[src/rtl/branch_resolve_unit.sv]
// ID-stage branch resolution: holds the IF/ID branch record, resolves the real
// direction from forwarded operands, and raises mispredict/flush/redirect.
module branch_resolve_unit #(
  parameter int XLEN  = 32,
  parameter int CNT_W = 16
) (
  input  logic              clk,
  input  logic              rst_n,
  input  logic              stall,
  input  logic              if_branch,
  input  logic              if_brpre,
  input  logic [XLEN-1:0]   if_pc,
  input  logic              if_rvc,
  input  logic [12:0]       if_imm,
  input  logic [2:0]        id_funct3,
  input  logic [XLEN-1:0]   id_rs1,
  input  logic [XLEN-1:0]   id_rs2,
  output logic              pre_wrong,
  output logic              flush_if,
  output logic [XLEN-1:0]   redirect_pc,
  output logic [CNT_W-1:0]  br_cnt,
  output logic [CNT_W-1:0]  miss_cnt
);

  logic            id_v;
  logic            id_pred;
  logic [XLEN-1:0] id_pc;
  logic            id_rvc;
  logic [XLEN-1:0] id_target;
  logic [XLEN-1:0] id_fall;
  logic [12:0]     imm_even;
  logic [XLEN-1:0] if_target;
  logic            taken;

  assign imm_even  = if_imm & 13'h1FFE;
  assign if_target = if_pc + {{(XLEN-13){imm_even[12]}}, imm_even};

  // The fall-through address is rebuilt in ID from the captured PC and size.
  assign id_fall = id_pc + (id_rvc ? XLEN'(2) : XLEN'(4));

  always_ff @(posedge clk or negedge rst_n) begin
    if (!rst_n) begin
      id_v      <= 1'b0;
      id_pred   <= 1'b0;
      id_pc     <= '0;
      id_rvc    <= 1'b0;
      id_target <= '0;
    end else if (!stall) begin
      id_v      <= if_branch & ~pre_wrong;
      id_pred   <= if_brpre;
      id_pc     <= if_pc;
      id_rvc    <= if_rvc;
      id_target <= if_target;
    end
  end

  always_comb begin
    taken = 1'b0;
    case (id_funct3)
      3'b000:  taken = (id_rs1 == id_rs2);
      3'b001:  taken = (id_rs1 != id_rs2);
      3'b100:  taken = ($signed(id_rs1) <  $signed(id_rs2));
      3'b101:  taken = ($signed(id_rs1) >= $signed(id_rs2));
      3'b110:  taken = (id_rs1 <  id_rs2);
      3'b111:  taken = (id_rs1 >= id_rs2);
      default: taken = 1'b0;
    endcase
  end

  assign pre_wrong   = id_v & (taken != id_pred);
  assign flush_if    = pre_wrong;
  assign redirect_pc = pre_wrong ? (taken ? id_target : id_fall) : '0;

  // Statistics counters saturate at all-ones instead of wrapping.
  always_ff @(posedge clk or negedge rst_n) begin
    if (!rst_n) begin
      br_cnt   <= '0;
      miss_cnt <= '0;
    end else if (!stall) begin
      if (id_v && (br_cnt != '1))
        br_cnt <= br_cnt + CNT_W'(1);
      if (pre_wrong && (miss_cnt != '1))
        miss_cnt <= miss_cnt + CNT_W'(1);
    end
  end

endmodule

[config.mk]
export PLATFORM = sky130hd
export DESIGN_NAME = branch_resolve_unit
export DESIGN_NICKNAME = d
export VERILOG_FILES = /design/src/rtl/branch_resolve_unit.sv
export SDC_FILE = /design/constraint.sdc
export NUM_CORES = 1
export LEC_CHECK = 0
export CAP_MARGIN = 20
export CORE_ASPECT_RATIO = 0.7
export CORE_MARGIN = 8
export CORE_UTILIZATION = 56
export CTS_BUF_LIST = sky130_fd_sc_hd__clkbuf_8
export CTS_CLUSTER_DIAMETER = 120
export DETAILED_ROUTE_END_ITERATION = 8
export GPL_ROUTABILITY_DRIVEN = 0
export PLACE_DENSITY = 0.9
export SLEW_MARGIN = 20
export SYNTH_ARGS = -nofsm -noshare
export SYNTH_HDL_FRONTEND = slang
export SYNTH_SLANG_ARGS = --single-unit
[constraint.sdc]
create_clock -name clk -period 9.2 [get_ports clk]
set_input_delay 2.3 -clock clk [delete_from_list [all_inputs] [get_ports clk]]
set_output_delay 2.3 -clock clk [all_outputs]
set_load 0.1 [all_outputs]
==> metrics.md <==
| Metric | Value |
|---|---|
| Number of placed I/O pins | `184` |
| TritonCTS clock tree | `done` |
| Initial DRC count | `549` |
| Insertion delay of the later-clocked pin in the worst-skew pair | `0.37 ns` |
| Count of nets left with antenna violations after detail routing | `0` |
| WP data arrival | `6.11 ns` |
| Number of vias in the routed layout | `7035` |
| Clock sinks | `98` |
| Maximum Capacitance Violations | `0` |
| Max Slew Vio Count | `0` |
| Area delta synth->final | `27.6%` |
| Share of synthesized registers carrying an async set or reset | `1.00` |
| Ys Warns | `0` |
| TritonRoute pass-1 iters | `5` |
| Routed vias/inst | `5.86` |
| Clock share of power | `0.190` |
| IO buf count | `182` |
| Netlist area before placement | `7580 um2` |
| Type of the worst min-delay path | `register to register` |
| Switching pwr | `0.664 mW` |
| Hold buffer count at CTS | `0` |
| Comb pwr share | `0.442` |
| Antenna violations before repair | `0` |
| Worst clock skew | `0.00589 ns` |
| Most frequent standard cell in the layout excluding fill and tap cells | `sky130_fd_sc_hd__clkdlybuf4s50_1` |
| Number of flip-flops and latches in the synthesized netlist | `98` |
| Floorplan die area | `17600 um2` |
| Power density over cell area | `156 nW/um2` |
| Tightest Pin Transition | `1.15 ns` |
| Post-detailed-route DRC marker count | `0` |
| Kind of launch point of the worst setup path | `input port` |
| Placed instance count | `1186` |
| Classification of the worst setup path | `input port to primary output` |
| Setup slack, reg-to-reg | `6.07 ns` |
| Clock slew at the register clock pins of the worst setup and hold paths | `0.09 ns` |
| Aggregate negative setup slack | `0 ns` |
| Syn Inst Count | `845` |
| Initial Util | `0.575` |
| Aggregate global routing overflow | `0` |
| Sequential share of the synthesized area | `0.324` |
| Worst setup path startpoint | `id_rs2[7]` |
| Leakage Power | `4.24 nW` |
| Unrepaired setup endpoints after global routing | `false` |
| Distinct cell type count after synthesis | `75` |
| Number of non-filler instances in the completed layout | `1201` |
| Post_cts resized | `0` |
| EDFF count, synth | `0` |
| Slew headroom | `0.232` |
| Net Sw Frac | `0.439` |
| VDD IR-drop max | `0.0832 mV` |
| Final clock period utilization by the worst path | `0.914` |
| First-pass GRT wire length | `34600 um` |
| Launch point of the worst reg-to-reg path | `id_pred` |
| Die X | `155 um` |
| Placement Rows | `35` |
| Top library cells by usage in the layout, fill and taps aside | `146 x sky130_fd_sc_hd__clkdlybuf4s50_1, 97 x sky130_fd_sc_hd__dfrtp_1, 84 x sky130_fd_sc_hd__nand3_1, 71 x sky130_fd_sc_hd__nand2_1, 66 x sky130_fd_sc_hd__ha_1` |
| Internal power | `0.849 mW` |
| Post-route worst hold slack | `0.480 ns` |
| Number of global-route vias before repair | `6764` |
| Met2 usage | `0.385` |
| Most used flip-flop cell after synthesis | `sky130_fd_sc_hd__dfrtp_1` |
| Ranking of synthesized cells by area | `sky130_fd_sc_hd__dfrtp_1 32%, sky130_fd_sc_hd__ha_1 11%, sky130_fd_sc_hd__xnor2_1 6.4%` |
| Met1 Track Usage GR | `0.339` |
| Global route hottest layer | `met2` |
| Per-cell routed wire length | `17.8 um` |
| Critical path data required time | `6.90 ns` |
| Maximum clock frequency | `119 MHz` |
| Setup Buffers After CTS | `0` |
| Critical Path Sink Type | `primary output` |
| Period minus WS final | `8.41 ns` |
| Clk Tree Root Cell | `sky130_fd_sc_hd__clkbuf_8` |
| Fraction of final layout cells with drive strength greater than 1 | `0.113` |
| Area inside the core boundary | `13200 um2` |
| Post-layout total power | `1.51 mW` |
| Final hold violation count | `0` |
| Share of total power in sequential cells | `0.367` |
| Startpoint of the tightest hold check path | `id_target[19]` |
| Final WL | `21400 um` |
| Chip height | `113 um` |
| Area share of the largest cell type after synthesis | `0.324` |
| Number of antenna cells inserted | `0` |
| TritonCTS buffer count | `9` |
| Mean post-synth cell area | `8.97 um2` |
| Highest fanout seen on the critical path | `15` |
| Largest net degree at the start of global routing | `98` |
| Clock buffer depth | `2` |
| Nets | `1198` |
| Post-detailed-placement half-perimeter wirelength | `17000 um` |
| Result of the run | `finished clean` |
| GR met3 Demand/Resource | `0.0484` |
| H-tree lvl count | `3` |
| Total of endpoints with negative setup slack in the final report | `0` |
| Cell taking the most area after synthesis | `sky130_fd_sc_hd__dfrtp_1` |
| Gr usage total | `0.243` |
| Net count of the mapped netlist | `1031` |
==> logic make-up after synthesis <==
family | after synthesis | share of synthesized area
fa+ha+maj | 68 | 0.114
xor+xnor | 75 | 0.0867
buf+inv | 89 | 0.0466
flops | 98 | 0.324
simple gates | 295 | 0.205
mux | 39 | 0.0578
compound gates | 181 | 0.166
==> registers in the layout, summed over array words and instances, names as in the netlist <==
register,cells
id_target,31
id_v,1
miss_cnt,16
id_pc,32
id_pred,1
br_cnt,16
id_rvc,1
==> cell usage after synthesis (21+ instances only) <==
library cell,n
sky130_fd_sc_hd__o21ai_0,26
sky130_fd_sc_hd__a21boi_0,29
sky130_fd_sc_hd__xnor2_1,55
sky130_fd_sc_hd__nand3_1,84
sky130_fd_sc_hd__dfrtp_1,98
sky130_fd_sc_hd__nand2_1,71
sky130_fd_sc_hd__mux2_2,37
sky130_fd_sc_hd__ha_1,66
sky130_fd_sc_hd__a21oi_1,37
sky130_fd_sc_hd__clkbuf_1,23
sky130_fd_sc_hd__nor2_1,28
sky130_fd_sc_hd__and3_1,26
sky130_fd_sc_hd__nand4_1,21
sky130_fd_sc_hd__inv_1,56
==> worst paths after layout <==
kind,to,cells past startpoint
setup / recovery,redirect_pc[12],14
hold / removal,id_target[19],2
setup reg to reg,miss_cnt[1],6
hold reg to reg,id_target[19],2
max in group asynchronous,id_target[7],2
min in group asynchronous,br_cnt[13],1
==> per-layer routing <==
| metal | share of wire | vias to the layer above |
|---|---|---|
| met5 | 0 | - |
| met4 | 0.0081 | 0 |
| met3 | 0.073 | 17 |
| met2 | 0.45 | 249 |
| met1 | 0.47 | 3368 |
| li1 | - | 3401 |
==> cell type report <==
type | instances | area [um2]
inverters | 58 | 218
well taps | 185 | 231
fillers | 979 | 3510
flip-flops and latches | 98 | 2450
multi-input cells | 658 | 4770
clock inverters | 6 | 76.3
clock buffers | 9 | 124
repair buffers | 187 | 1790
==> per-stage QoR <==
| stage | area (um2) | setup slack (ns) | utilization |
|---|---|---|---|
| after floorplan | 7580 | 0.411 | - |
| after global placement | 9470 | 0.978 | 0.718 |
| after detailed placement | 9470 | 0.870 | 0.718 |
| after CTS | 9670 | 0.854 | 0.733 |
| after global routing | 9670 | 0.658 | 0.733 |
| final | 9670 | 0.788 | 0.733 |
==> power groups by stage <==
stage | clock network, mW | registers, mW | logic [mW]
finish | 0.288 | 0.556 | 0.669
CTS | 0.294 | 0.554 | 0.669
global route | 0.312 | 0.564 | 0.715
floorplan | 0 | 0.673 | 0.356
global placement | 0 | 0.557 | 0.653
detailed placement | 0 | 0.563 | 0.667
==> worst max-delay path: stages <==
cell	delay (ns)
sky130_fd_sc_hd__clkdlybuf4s50_1	0.47
sky130_fd_sc_hd__inv_1	0.05
sky130_fd_sc_hd__ha_1	0.31
sky130_fd_sc_hd__a21oi_1	0.17
sky130_fd_sc_hd__o21ai_1	0.08
sky130_fd_sc_hd__o311ai_1	0.45
sky130_fd_sc_hd__nand3_1	0.22
sky130_fd_sc_hd__o211ai_1	0.25
sky130_fd_sc_hd__and3_4	0.25
sky130_fd_sc_hd__o21a_1	0.51
sky130_fd_sc_hd__buf_4	0.26
sky130_fd_sc_hd__nand3_1	0.08
sky130_fd_sc_hd__a21boi_0	0.33
sky130_fd_sc_hd__buf_4	0.36
Note: power is estimated with default switching activity, not from simulation.
==> patch 1: new RTL, same flow settings <==
Put one more register stage on the output `br_cnt`, without a reset. The value now appears one clock later. The other outputs are not delayed to match.
--- a/src/rtl/branch_resolve_unit.sv
+++ b/src/rtl/branch_resolve_unit.sv
@@ -21,6 +21,8 @@
   output logic [CNT_W-1:0]  br_cnt,
   output logic [CNT_W-1:0]  miss_cnt
 );
+
+  logic [CNT_W-1:0] br_cnt_s0;
 
   logic            id_v;
   logic            id_pred;
@@ -74,15 +76,19 @@
   // Statistics counters saturate at all-ones instead of wrapping.
   always_ff @(posedge clk or negedge rst_n) begin
     if (!rst_n) begin
-      br_cnt   <= '0;
+      br_cnt_s0 <= '0;
       miss_cnt <= '0;
     end else if (!stall) begin
-      if (id_v && (br_cnt != '1))
-        br_cnt <= br_cnt + CNT_W'(1);
+      if (id_v && (br_cnt_s0 != '1))
+        br_cnt_s0 <= br_cnt_s0 + CNT_W'(1);
       if (pre_wrong && (miss_cnt != '1))
         miss_cnt <= miss_cnt + CNT_W'(1);
     end
   end
 
+  always_ff @(posedge clk) begin
+    br_cnt <= br_cnt_s0;
+  end
+
 endmodule
 
Formal check against the unedited RTL: not equivalent (Yosys sat finds a counterexample within 4 cycles, from zero or initial values and one cycle with rst_n low).
==> patch 1 against the original RTL <==
Clock skew rose by 0.0028 ns. Register-to-register slack improved by 0.53 ns. Synthesized area fell by 1.0%. Routed wire length fell by 0.59%. Maximum frequency fell by 2.9%. Sequential share of layout area rose by 1.6 points. Sequential cell count rose by 16. Worst setup slack got worse by 0.25 ns. Total power rose by 25%. Final area rose by 6.3%. Sequential power rose by 13%. Clock power rose by 78%. Largest power group unchanged.
==> patch 1: results (changes against the original RTL) <==
status completed (unchanged); WL per Instance 18.4 microns (was 17.8 microns); Final #Nets 1162 (was 1198); post-CTS setup buffers 0 (unchanged); Worst Hold Class reg -> reg (unchanged); TritonRoute pass-1 iters 5 (unchanged); Slew @ Worst Pin 1.04 ns (was 1.15 ns); P_sw 0.777 mW (was 0.664 mW); Synth cell types 58 (was 75); Clock Tree Buf Depth 2 (unchanged); post-CTS sizing 0 (unchanged); Synth area leaders dfrtp_1 33%, ha_1 11%, xor2_1 5.8%, mux2_2 5.3%, dfxtp_1 4.3% (was dfrtp_1 32%, ha_1 11%, xnor2_1 6.4%, nand3_1 5.5%, mux2_2 5.5%); Seq/Total Area, Yosys 37.0% (was 32.4%); Post-DP HPWL 16100 microns (was 17000 microns); vias in the first global route 6960 (was 6764); synth cell count leaders 98 x dfrtp_1, 77 x nand2_1, 66 x ha_1, 50 x xor2_1 (was 98 x dfrtp_1, 84 x nand3_1, 71 x nand2_1, 66 x ha_1, 56 x inv_1); Post-Syn Nets 981 (was 1031); top flop regs id_pc (32), id_target (31) (unchanged); global-route usage over all layers 24.9% (was 24.3%); layout cells sized above 1 13.8% (was 11.3%); vias per cell 5.79 (was 5.86); TritonCTS buffer count 17 (was 9); Pleak 4.58 nW (was 4.24 nW); IR drop worst, VDD 0.000128 V (was 0.0000832 V); Syn. warnings 0 (unchanged); async set or reset register ratio after synthesis 86.0% (was 100%); pin count of the biggest net entering global routing 102 (was 98); antenna diode count 0 (unchanged); placed inst area 9850 sq um (was 9470 sq um); antenna violations before repair 0 (unchanged); clk slew on worst S/H paths 0.07 ns (was 0.09 ns); Setup Skew 0.00864 ns (was 0.00589 ns); dpl ws 0.635 ns (was 0.870 ns); first-pass GRT wire length 35200 microns (was 34600 microns); CTS Root Cell clkbuf_8 (unchanged); Clock Latency Late Sink 0.43 ns (was 0.37 ns); crit-path max FO 32 (was 15); Most used DFF post-synth dfrtp_1 (unchanged); Port Buffers 182 (unchanged); EDFF count, synth 0 (unchanged); Iteration-0 DRC Markers 452 (was 549); H-tree depth 4 (was 3)
-- patch 1: path summary, 6_finish.rpt --
| path | startpoint | end | slack (ns) | depth (start not counted) |
|---|---|---|---|---|
| min in group asynchronous | rst_n | br_cnt_s0[14] | 1.82 | 1 |
| max in group asynchronous | rst_n | id_pc[30] | 6.17 | 2 |
| hold reg to reg | br_cnt_s0[10] | br_cnt[10] | 0.42 | 0 |
| setup reg to reg | br_cnt_s0[8] | br_cnt_s0[9] | 6.60 | 9 |
| setup / recovery | id_rs2[25] | redirect_pc[0] | 0.54 | 14 |
| hold / removal | br_cnt_s0[10] | br_cnt[10] | 0.42 | 0 |
-- patch 1: cell families (layout without fill, tap and decap cells) --
logic type      Yosys count  count (layout)  share of synthesized area (%)
buf+inv                  72             266                           3.80
fa+ha+maj                68              68                           11.5
mux                      41              41                           6.14
flops                   114             114                           37.0
simple gates            249             249                           16.9
xor+xnor                 85              85                           10.2
compound gates          166             166                           14.5
-- patch 1: final cells by class --
class / instances / area, sq um
Multi-Input combinational cell: 609 / 4520
Fill cell: 860 / 2860
Sequential cell: 114 / 2770
Timing Repair Buffer: 186 / 2170
Clock buffer: 17 / 234
Tap cell: 166 / 208
Clock inverter: 15 / 190
Inverter: 48 / 180
-- patch 1: worst max-delay path, stage by stage --
cell and delay [ns]:
clkdlybuf4s50_1 0.45, inv_1 0.05, ha_1 0.29, a21o_1 0.18
a221o_1 0.34, a221o_1 0.40, a311oi_2 0.39, mux2_4 0.35
o211a_4 0.27, xnor2_4 0.14, nand2b_4 0.49, inv_1 0.28
and2_1 0.25, buf_12 0.17
-- patch 1: per-layer routing --
| metal | global-route usage (%) | wire length, microns | vias to the layer above | part of all wire [%] |
|---|---|---|---|---|
| met5 | 0 | 0 | - | 0 |
| met4 | 7.87 | 477 | 0 | 2.2 |
| met3 | 5.67 | 1180 | 40 | 5.5 |
| met2 | 40.7 | 10200 | 221 | 48 |
| met1 | 32.2 | 9410 | 3215 | 44 |
| li1 | - | - | 3216 | - |
-- patch 1: power by group through the flow --
stage	Combinational (mW)	Clock, mW	Sequential (mW)
2_1_floorplan	0.369	0	0.757
3_3_place_gp	0.723	0	0.632
3_5_place_dp	0.742	0	0.638
4_1_cts	0.747	0.521	0.630
5_1_grt	0.792	0.545	0.640
6_report	0.746	0.513	0.631
-- patch 1: per-stage QoR --
stage | power (mW) | hold WS [ns] | TNS [ns] | cells
2_1_floorplan | 1.13 | 0.379 | -2.13 | 795
3_3_place_gp | 1.35 | 0.396 | 0 | 1123
3_5_place_dp | 1.38 | 0.404 | 0 | 1123
4_1_cts | 1.90 | 0.425 | 0 | 1155
5_1_grt | 1.98 | 0.441 | 0 | 1155
6_report | 1.89 | 0.422 | 0 | 1155
==> patch 2: new RTL, same settings <==
Without the edit above. `CNT_W`: 16 -> 14.
--- a/src/rtl/branch_resolve_unit.sv
+++ b/src/rtl/branch_resolve_unit.sv
@@ -2,7 +2,7 @@
 // direction from forwarded operands, and raises mispredict/flush/redirect.
 module branch_resolve_unit #(
   parameter int XLEN  = 32,
-  parameter int CNT_W = 16
+  parameter int CNT_W = 14
 ) (
   input  logic              clk,
   input  logic              rst_n,
Ports: changed (resized br_cnt and miss_cnt); port bits go from 184 to 180. The function was not compared with the original's and may differ.
==> patch 2 against the original RTL <==
Final area shrank 0.28%. First-iteration DRC count grew 4.7%. Non-clock buffer count down 3. Sequential cell count down 4. Synthesized area down 4.1%. Critical path depth is 1 lower. Clock power down 5%. Routed wire length is 0.52% higher. Total power is 2.4% higher. Worst setup slack worse by 0.039 ns. Cell count shrank 4.1%. Largest power group unchanged.
==> patch 2: results (changes against the original RTL) <==
first-pass GRT wire length 35000 microns (was 34600 microns); WL per Instance 18.6 microns (was 17.8 microns); Rel. slew slack 27.4% (was 23.2%); R2R setup slack 6.12 ns (was 6.07 ns); post-CTS sizing 0 (unchanged); TritonRoute pass-1 iters 5 (unchanged); top flop regs id_pc (32), id_target (31) (unchanged); Clock Latency Late Sink 0.37 ns (about the same); Worst Hold Class reg -> reg (unchanged); Post-DP HPWL 16600 microns (was 17000 microns); crit-path max FO 16 (was 15); global-route usage over all layers 25.0% (was 24.3%); WHS 0.491 ns (was 0.480 ns); TritonCTS buffer count 9 (unchanged); Top Family by Delay on Critical Path simple AND/OR/NAND/NOR gates (was compound AO/OA/AOI/OAI gates); Crit Reg-Reg Endpoint miss_cnt[1] (unchanged); pin count of the biggest net entering global routing 105 (was 98); worst setup path startpoint id_rs2[31] (was id_rs2[7]); CP Data Arrival Time 6.15 ns (was 6.11 ns); clk slew on worst S/H paths 0.10 ns; Syn. warnings 0 (unchanged); async set or reset register ratio after synthesis 100% (unchanged); antenna violations before repair 0 (unchanged); setup TNS 0 ns (unchanged); CTS Root Cell clkbuf_8 (unchanged); Iteration-0 DRC Markers 575 (was 549); placed inst area 9450 sq um (was 9470 sq um); slowest cell on the critical path and3_1 (was o21a_1); layout cells sized above 1 11.0% (was 11.3%); Setup crit end pre_wrong (was redirect_pc[12]); dpl cells 1135 (was 1186); H-tree depth 3 (unchanged); Pleak 4.20 nW (was 4.24 nW); IR drop worst, VDD 0.0000864 V (was 0.0000832 V); reg-to-reg critical path startpoint id_pred (unchanged); CP peak stage delay 0.69 ns (was 0.51 ns); Synth area leaders dfrtp_1 32%, ha_1 11%, xnor2_1 5.4%, mux2_2 5.3%, nand3_1 4.8% (was dfrtp_1 32%, ha_1 11%, xnor2_1 6.4%, nand3_1 5.5%, mux2_2 5.5%); post-CTS setup buffers 0 (unchanged); Port Buffers 178 (was 182); dpl ws 0.867 ns (was 0.870 ns); Synth cell types 62 (was 75); Mapped Cells 826 (was 845); Seq/Total Area, Yosys 32.4% (about the same); antenna diode count 0 (unchanged); R2R depth 4 (was 6); Setup Skew 0.00963 ns (was 0.00589 ns); fin cells 1152 (was 1201); synth cell count leaders 94 x dfrtp_1, 72 x nand2_1, 70 x nand3_1, 67 x a21oi_1, 66 x ha_1 (was 98 x dfrtp_1, 84 x nand3_1, 71 x nand2_1, 66 x ha_1, 56 x inv_1); Max Clock Freq 0.118 GHz (was 0.119 GHz); Post-Syn Nets 1012 (was 1031); status completed (unchanged); vias per cell 6.00 (was 5.86); vias in the first global route 6744 (was 6764); Clock Tree Buf Depth 2 (unchanged); Hold Path Depth 2 (unchanged); hold path startpoint id_target[30] (was id_target[19]); Hold Path Sink id_target[30] (was id_target[19])
[patch 2: layer usage]
| layer | track usage (%) | up-vias | routed length (microns) |
|---|---|---|---|
| li1 | - | 3292 | - |
| met1 | 34.0 | 3250 | 9690 |
| met2 | 39.7 | 336 | 9540 |
| met3 | 5.92 | 33 | 1910 |
| met4 | 5.37 | 0 | 324 |
| met5 | 0 | - | 0 |
[patch 2: power by group]
| part | total (mW) | switching (mW) | internal (mW) | leakage (nW) |
|---|---|---|---|---|
| logic | 0.740 | 0.479 | 0.260 | 2.94 |
| clock network | 0.273 | 0.168 | 0.105 | 0.0967 |
| registers | 0.538 | 0.0654 | 0.472 | 1.16 |
| total | 1.55 | 0.713 | 0.837 | 4.20 |
[patch 2: kinds of logic after synthesis]
| family | Yosys count | share of synthesized area, % |
|---|---|---|
| xor gates and xnor gates | 71 | 8.56 |
| adders and majority gates | 68 | 11.9 |
| AOI/OAI and AO/OA | 199 | 18.2 |
| muxes | 37 | 5.70 |
| and+or+nand+nor | 268 | 18.3 |
| DFF | 94 | 32.4 |
| buffers and inverters | 89 | 4.96 |
[patch 2: worst min-delay path, stage by stage (launching register included)]
cell and delay, ns:
dfrtp_1 0.36, nand2_1 0.05, o21ai_0 0.06
[patch 2: area by class of cell]
cell class              instances  area, sq um
fillers                       853         2910
clock inverters                 7         63.8
multi-input cells             643         4560
well taps                     162          203
flip-flops and latches         94         2350
inverters                      53          199
repair buffers                184         2140
clock buffers                   9          124
